**src/rtl/dcp_dark_channel_win.sv**
```systemverilog
// Dark/bright channel extractor: per-pixel min/max over colour components followed by
// a causal WIN-pixel horizontal min/max window along the current line. Fixed 3-cycle latency.
module dcp_dark_channel_win #(
    parameter int DATA_W   = 8,
    parameter int CHANNELS = 3,
    parameter int WIN      = 3
) (
    input  logic                         pixelclk,
    input  logic                         reset_n,
    input  logic                         i_mode,
    input  logic [CHANNELS*DATA_W-1:0]   i_pix,
    input  logic                         i_data_valid,
    input  logic                         i_line_start,
    output logic [DATA_W-1:0]            o_dark,
    output logic                         o_data_valid,
    output logic                         o_line_start
);

    logic              mode_lat;
    logic              eff_mode;
    logic [DATA_W-1:0] pix_red;
    logic [DATA_W-1:0] comp;

    logic              s1_val;
    logic              s1_ls;
    logic              s1_mode;
    logic [DATA_W-1:0] s1_data;

    logic              s2_val;
    logic              s2_ls;
    logic              s2_mode;
    logic [DATA_W-1:0] win_val [WIN];
    logic [WIN-1:0]    win_occ;
    logic [DATA_W-1:0] win_red;

    // A line-start pixel uses its own i_mode; every other pixel follows the latched line mode.
    assign eff_mode = (i_data_valid && i_line_start) ? i_mode : mode_lat;

    // NOTE: every variable assigned in always_comb gets a default first, so no latch is inferred.
    always_comb begin
        pix_red = i_pix[DATA_W-1:0];
        comp    = '0;
        for (int k = 1; k < CHANNELS; k++) begin
            comp = i_pix[k*DATA_W +: DATA_W];
            if (eff_mode ? (comp > pix_red) : (comp < pix_red))
                pix_red = comp;
        end
    end

    // Unoccupied slots start from the identity value so they never win the compare.
    always_comb begin
        win_red = s2_mode ? '0 : '1;
        for (int i = 0; i < WIN; i++) begin
            if (win_occ[i] && (s2_mode ? (win_val[i] > win_red) : (win_val[i] < win_red)))
                win_red = win_val[i];
        end
    end

    // NOTE: sequential state uses non-blocking assignments only, so all stages update together.
    always_ff @(posedge pixelclk or negedge reset_n) begin
        if (!reset_n) begin
            mode_lat <= 1'b0;
            s1_val   <= 1'b0;
            s1_ls    <= 1'b0;
            s1_mode  <= 1'b0;
            s1_data  <= '0;
        end else begin
            if (i_data_valid && i_line_start)
                mode_lat <= i_mode;
            s1_val  <= i_data_valid;
            s1_ls   <= i_data_valid & i_line_start;
            s1_mode <= eff_mode;
            s1_data <= i_data_valid ? pix_red : '0;
        end
    end

    // NOTE: the window is a handful of registers, not a RAM, so it is cleared by reset
    // to guarantee no pre-reset pixel can leak into the first line.
    always_ff @(posedge pixelclk or negedge reset_n) begin
        if (!reset_n) begin
            s2_val  <= 1'b0;
            s2_ls   <= 1'b0;
            s2_mode <= 1'b0;
            win_occ <= '0;
            for (int i = 0; i < WIN; i++)
                win_val[i] <= '0;
        end else begin
            s2_val  <= s1_val;
            s2_ls   <= s1_ls;
            if (s1_val) begin
                s2_mode    <= s1_mode;
                win_val[0] <= s1_data;
                win_occ[0] <= 1'b1;
                for (int i = 1; i < WIN; i++) begin
                    win_val[i] <= win_val[i-1];
                    win_occ[i] <= win_occ[i-1] & ~s1_ls;
                end
            end
        end
    end

    always_ff @(posedge pixelclk or negedge reset_n) begin
        if (!reset_n) begin
            o_dark       <= '0;
            o_data_valid <= 1'b0;
            o_line_start <= 1'b0;
        end else begin
            o_dark       <= s2_val ? win_red : '0;
            o_data_valid <= s2_val;
            o_line_start <= s2_val & s2_ls;
        end
    end

endmodule

```
**config.mk**
```make
export PLATFORM = sky130hd
export DESIGN_NAME = dcp_dark_channel_win
export DESIGN_NICKNAME = d
export VERILOG_FILES = /design/src/rtl/dcp_dark_channel_win.sv
export SDC_FILE = /design/constraint.sdc
export NUM_CORES = 1
export LEC_CHECK = 0
export ABC_CLOCK_PERIOD_IN_PS = 5100
export BUFFER_PORTS_ARGS = -buffer_cell sky130_fd_sc_hd__clkbuf_2
export CAP_MARGIN = 10
export CORE_ASPECT_RATIO = 1.75
export CORE_UTILIZATION = 50
export CTS_CLUSTER_SIZE = 8
export DETAILED_ROUTE_END_ITERATION = 8
export PLACE_DENSITY_LB_ADDON = 0.05
export SLEW_MARGIN = 25
export SYNTH_ARGS = -nofsm -noshare
export SYNTH_HDL_FRONTEND = slang
export SYNTH_SLANG_ARGS = --single-unit
```
**constraint.sdc**
```tcl
create_clock -name pixelclk -period 5.1 [get_ports pixelclk]
set_clock_uncertainty 0.1 [all_clocks]
set_input_delay 1.02 -clock pixelclk [delete_from_list [all_inputs] [get_ports pixelclk]]
set_output_delay 1.02 -clock pixelclk [all_outputs]
set_load 0.05 [all_outputs]
```
Word level (Yosys, flattened, before mapping) --
Cells that the tools add are included. Widths: inputs -> output; s select.
Operators by class: $lt $le $gt $ge 10, bitwise operators 5, reduce and logical (&&, ||, !) cells 4, mux-type cells 14
Operators with widths (number):
- $mux 8 | 8
- $gt 8x8->1 | 5
- $lt 8x8->1 | 5
- $mux 1 | 6
- $and 1x1->1 | 4
- $logic_and 1x1->1 | 4
- $not 1->1 | 1
Storage, ports and cells: register bits after elaboration 51, input port bits 29, output and inout bits 10

Longest topological paths before layout --
depth in word-level cells 14, mapped depth 27

Worst setup path before layout --
OpenSTA, ideal clock, no wires.
path kind register -> register, start point register s2_mode, end point register o_dark[7], cell stages (with the launch flop) 26, buffers on the path 5, required time 4.910 ns, setup slack -0.543 ns, data arrival time 5.453 ns, cells stage by stage dfrtp_1 -> clkbuf_1 -> inv_1 -> clkbuf_1 -> ha_1 -> nor2b_1 -> o211ai_1 -> a21o_1 -> a31oi_1 -> o22ai_1 -> ha_1 -> a21oi_1 -> and2_1 -> and4_1 -> nor4_2 -> buf_2 -> nand2_1 -> o21a_1 -> ha_1 -> nand4_1 -> a21o_1 -> and4_1 -> clkbuf_1 -> or4b_1 -> buf_2 -> o221ai_1
Between the ends: longest elaborated chain between the ends 14
Ends and longest elaborated chain:
- from (decl) | RTL line 31 | logic s2_mode;
- from (signal assigned) | RTL line 91 | s2_mode <= s1_mode;
- $mux 8 | RTL line 52 | win_red = s2_mode ? '0 : '1;
- $lt 8x8->1 / $gt 8x8->1 (equally long branches) | RTL line 54 | if (win_occ[i] && (s2_mode ? (win_val[i] > win_red) : (win_val[i] < win_red)))
- $mux 1 | RTL line 54
- $logic_and 1x1->1 | RTL line 54
- $mux 8 | RTL line 54
- $lt 8x8->1 / $gt 8x8->1 (equally long branches) | RTL line 54
- $mux 1 | RTL line 54
- $logic_and 1x1->1 | RTL line 54
- $mux 8 | RTL line 54
- $lt 8x8->1 / $gt 8x8->1 (equally long branches) | RTL line 54
- $mux 1 | RTL line 54
- $logic_and 1x1->1 | RTL line 54
- $mux 8 * | RTL line 54
- $mux 8 * | RTL line 108 | o_dark <= s2_val ? win_red : '0;
- to (signal assigned) | RTL line 108
- to (decl) | RTL line 14 | output logic [DATA_W-1:0] o_dark,
Every way passes the cells marked *; elsewhere a longest branch is shown, timed or not. A chain may end at the register's enable or synchronous reset.

Worst setup path after layout --
Ends and elaborated chain as after synthesis.

==> results.md <==
- A synthesized cell averages 10.70 µm².
- Summed over all nets, the switching power comes to between 700 and 800 µW.
- The post-DP HPWL is approximately 5500 µm.
- The number of warning messages in the yosys log is 0.
- The latest clock arrival within the worst-skew pair is about 0.32 ns.
- The tightest min-delay check is of the flop to flop type.
- The total number of placement rows is 38.
- After the first detailed-routing iteration, the DRC count stood at around 120.
- The clock root buffer is sky130_fd_sc_hd__clkbuf_8.
- The startpoint type of the worst setup path is a flop.
- After global routing, the most crowded layer is met2.
- The share of layout cells above drive strength 1 is between 40% and 50%.
- For the pin with the worst max-slew slack, the measured transition is 0.6297 ns.
- The number of vias per cell after detailed routing is 5.908.
- The worst max-slew margin expressed relative to the limit is ~58%.
- The type of the setup path with the least slack is flop to flop.
- The most frequent standard cell in the layout excluding fill and tap cells is sky130_fd_sc_hd__dfrtp_1.
- The total global-route track usage is 23.85%.
- For this design the static power due to leakage is 1.953 nW.
- In the final layout, the multi-input gates occupy approximately 0.0021 mm².
- CTS saw just over 50 sinks.
- The number of enable-type register cells in the synthesized netlist is 0.
- The sequential fraction of the synthesis area is about 40%.
- TritonCTS created 5 clock buffers.
- The largest single stage delay on the critical path is between 0.5 and 0.6 ns.
- Max-cap violations in this run came to 0.
- The most numerous cell on the critical path is sky130_fd_sc_hd__ha_4.
- The worst-case setup slack after placement is -0.2025 ns.
- The arrival time of data at the critical path endpoint is about 5.2 ns.
- The number of buffers inserted by port buffering is 38.
- The total count of hold-check failures in the final report was 0.
- The die covers ~0.0067 mm².
- From synthesis to final layout, the design area changed by 31.77%.
- In the synthesized netlist the async set-or-reset flop fraction comes to 100.0%.
- For this run the aggregate overflow at the end of global routing stands at 0.
- The area share of the largest cell type after synthesis is between 40 and 50%.
- The wire length per cell is ~17 µm.
- The required time of the critical path is about 5.2 ns.
- After synthesis, the cell types taking the most area are sky130_fd_sc_hd__dfrtp_1 40%, sky130_fd_sc_hd__ha_1 16%, sky130_fd_sc_hd__mux2_2 8.2%.
- The number of standard cells after synthesis is ~300.
- The weighted congestion reported at the end of routability-driven placement is 0.8177.
- The last element of the critical path is o_dark[7].
- The pin count of the biggest net entering global routing is 52.
- The TritonCTS clock tree is done.
- Summed over all instances, the cell type with the most area after synthesis is sky130_fd_sc_hd__dfrtp_1.
- The global-route met3 utilization is under 10%.
- The top fanout value on the critical path is 8.
- Dividing total power by cell area gives a power density of 449.7 mW/mm².
- For this design, the slowest cell found on the critical path is sky130_fd_sc_hd__or4b_4.
- The worst register-to-register path has a depth of 23.
- In this run the vertical extent of the chip is around 110 µm.
- The internal portion of the total power is 1.092 mW.
- Setup repair after global routing could not meet its margin everywhere.
- The share of total power in combinational logic is between 50% and 60%.
- The remaining antenna violation count after routing is 0.
- The run finished with clean final reports.
- Global routing used approximately half of the available met2 tracks.
- The final net count is between 400 and 500.
- The number of slew-limit violations in the final report is 0.
- The end of the worst register-to-register path is o_dark[7].
- The number of global-route vias before repair came to 2729.
- Net switching is 41.82% of the power.
- The critical path goes through buf_6 -> ha_4 -> nor2b_1 -> o211ai_1 -> a21o_1 -> a31oi_4 -> buf_6 -> o22ai_4 -> ha_4 -> a21oi_2 -> and2_4 -> o221ai_4 -> nor4_4 -> buf_4 -> nand2_4 -> o21a_1 -> ha_4 -> nor2b_4 -> o211ai_1 -> a21o_1 -> and4_4 -> or4b_4 -> o221ai_2.
- The worst setup path is captured at a flop.
- The count of inserted antenna diode cells is 0.
- When the netlist entered floorplanning its net count stood at between 300 and 400.
- The final critical path takes up 99.37% of the cycle.
- The number of antenna violations at the first check in global routing was 0.
- The setup-violating endpoint count in the final report is 0.
- The final layout contains routed wiring with a total length of 7774 µm.
- In the layout the commonest cells are 49 x sky130_fd_sc_hd__dfrtp_1, 38 x sky130_fd_sc_hd__clkbuf_2, 30 x sky130_fd_sc_hd__ha_1, 30 x sky130_fd_sc_hd__buf_4, 23 x sky130_fd_sc_hd__mux2_2.
- The startpoint of the worst setup timing path is s2_mode.
- The wire length of the first global-routing pass is 12320 µm.
- Fill cells in the final layout number 475.
- For this run, the top clock speed supported by timing is between 150 and 200 MHz.
- The starting density of the core is approximately half.
- The setup check on the worst reg-to-reg path leaves a slack of 0.03 ns.
- After detailed routing, the number of remaining DRC violations is 0.
- The distinct cell type count of the synthesized netlist is 40.
- The total via count after detailed routing is roughly 2600.
- The longest clock path from root to sink contains 2 buffers.
- The sequential cell area is roughly 0.0013 mm².
- The die extent in x is between 60 and 70 µm.
- Sequential cells burn between 30% and 40% of the power.
- The main flop type after synthesis is sky130_fd_sc_hd__dfrtp_1.
- The maximum ir drop on the vdd rail is roughly 0.19 mV.
- The accumulated negative setup slack is 0 ns.
- The final critical-path required period is between 5 and 6 ns.
- The met1 routing resource usage after global routing is a little over a fifth.
- The number of iterations in the first detailed-routing pass is 4.
- Clock-pin slew was measured on the worst setup and hold paths at 0.10 ns.
- The region available for standard cell placement spans approximately 0.006 mm².
- The number of synthesized register bits is 51.
- 39 I/O pins were placed.
- The clock network accounts for 12.5% of the total power.
- In this run the number of H-tree levels came out at 2.
- Setup slack on the critical path of the routed design comes to about 0.032 ns.
- The beginning of the worst register-to-register path is s2_mode.
- In this run the cell area of the synthesized design comes to 0.003167 mm².
worst min path at each step:
| stage | cells past startpoint | to | start |
|---|---|---|---|
| after floorplan | 0 | s2_val | s1_val |
| after global placement | 0 | s2_ls | s1_ls |
| after detailed placement | 0 | s2_ls | s1_ls |
| after CTS | 0 | s2_ls | s1_ls |
| after global routing | 0 | s2_ls | s1_ls |
| final | 0 | s2_ls | s1_ls |
final cells by class:
class,instances,area share (%)
Inverter,19,1.709
Tap cell,80,2.399
Multi-Input combinational cell,213,51.21
Timing Repair Buffer,76,11.96
Clock buffer,6,1.739
Sequential cell,51,30.64
Clock inverter,2,0.3298
routing by layer:
| layer | wire length [µm] | up-vias | share of wire (%) |
|---|---|---|---|
| met5 | 0 | - | 0 |
| met4 | 318 | 0 | 4.1 |
| met3 | 180 | 25 | 2.3 |
| met2 | 4642 | 67 | 60 |
| met1 | 2632 | 1276 | 34 |
| li1 | - | 1273 | - |
worst max-delay path: cells and delay by family (launching register included):
family | cells | cell delay (ns)
and+or+nand+nor | 7 | 1.60
buffers and inverters | 3 | 0.51
AOI/OAI and AO/OA | 10 | 1.62
adders and majority gates | 3 | 0.74
DFF | 1 | 0.41
flip-flops by register name, summed over array words and instances, names as in the netlist:
name / flops
s1_data: 8
s2_val: 1
s1_ls: 1
o_dark: 8
s1_val: 1
win_val: 24
s2_ls: 1
o_line_start: 1
win_occ: 3
o_data_valid: 1
s2_mode: 1
s1_mode: 1
logic make-up (layout without fill, tap and decap cells):
logic type               after synthesis  count (layout)  share of synthesized area, %
buffers and inverters                 32             103                         3.872
AND/OR/NAND/NOR                       54              54                         10.11
multiplexers                          30              30                         10.39
flip-flops                            51              51                         40.30
adder cells (fa/ha/maj)               40              40                         15.80
AO/OA/AOI/OAI                         89              89                         19.52
power groups by stage:
stage,clock network [mW],logic (mW),registers [mW]
CTS,0.243,0.929,0.559
floorplan,0,0.500,0.629
finish,0.235,1.07,0.568
global route,0.259,1.15,0.580
global placement,0,0.778,0.568
detailed placement,0,0.797,0.568
through the flow:
step / hold slack (ns) / utilization (%) / power, mW / std cells / instance area [µm²]
2_1_floorplan: 0.2519 / - / 1.129 / 296 / 3268
3_3_place_gp: 0.2737 / 59.49 / 1.346 / 425 / 3649
3_5_place_dp: 0.2890 / 59.51 / 1.365 / 425 / 3650
4_1_cts: 0.3097 / 64.40 / 1.731 / 443 / 3950
5_1_grt: 0.3327 / 68.03 / 1.991 / 447 / 4173
6_report: 0.3120 / 68.03 / 1.876 / 447 / 4173
synth_stat cells, drive strengths merged (2+ instances only):
master  count
a211oi     10
a21o        6
a21oi      19
and2        3
and4        4
buf         5
clkbuf      8
dfrtp      51
ha         40
inv        19
mux2       23
mux2i       7
nand2      18
nand3       4
nand3b      2
nand4       8
nor2        2
nor2b       5
o211a       2
o211ai     12
o21a        7
o21ai      12
o221ai     10
o22ai       8
timing repair:
item                                    in CTS  in global routing
hold buffers                                 0                  0
gates cloned                                 0                  0
pin swaps                                   12                 22
endpoints found under the setup margin       8                  8
buffers inserted                            10                  4
gates resized for setup                     27                 29
Note: power is estimated with default switching activity, not from simulation.
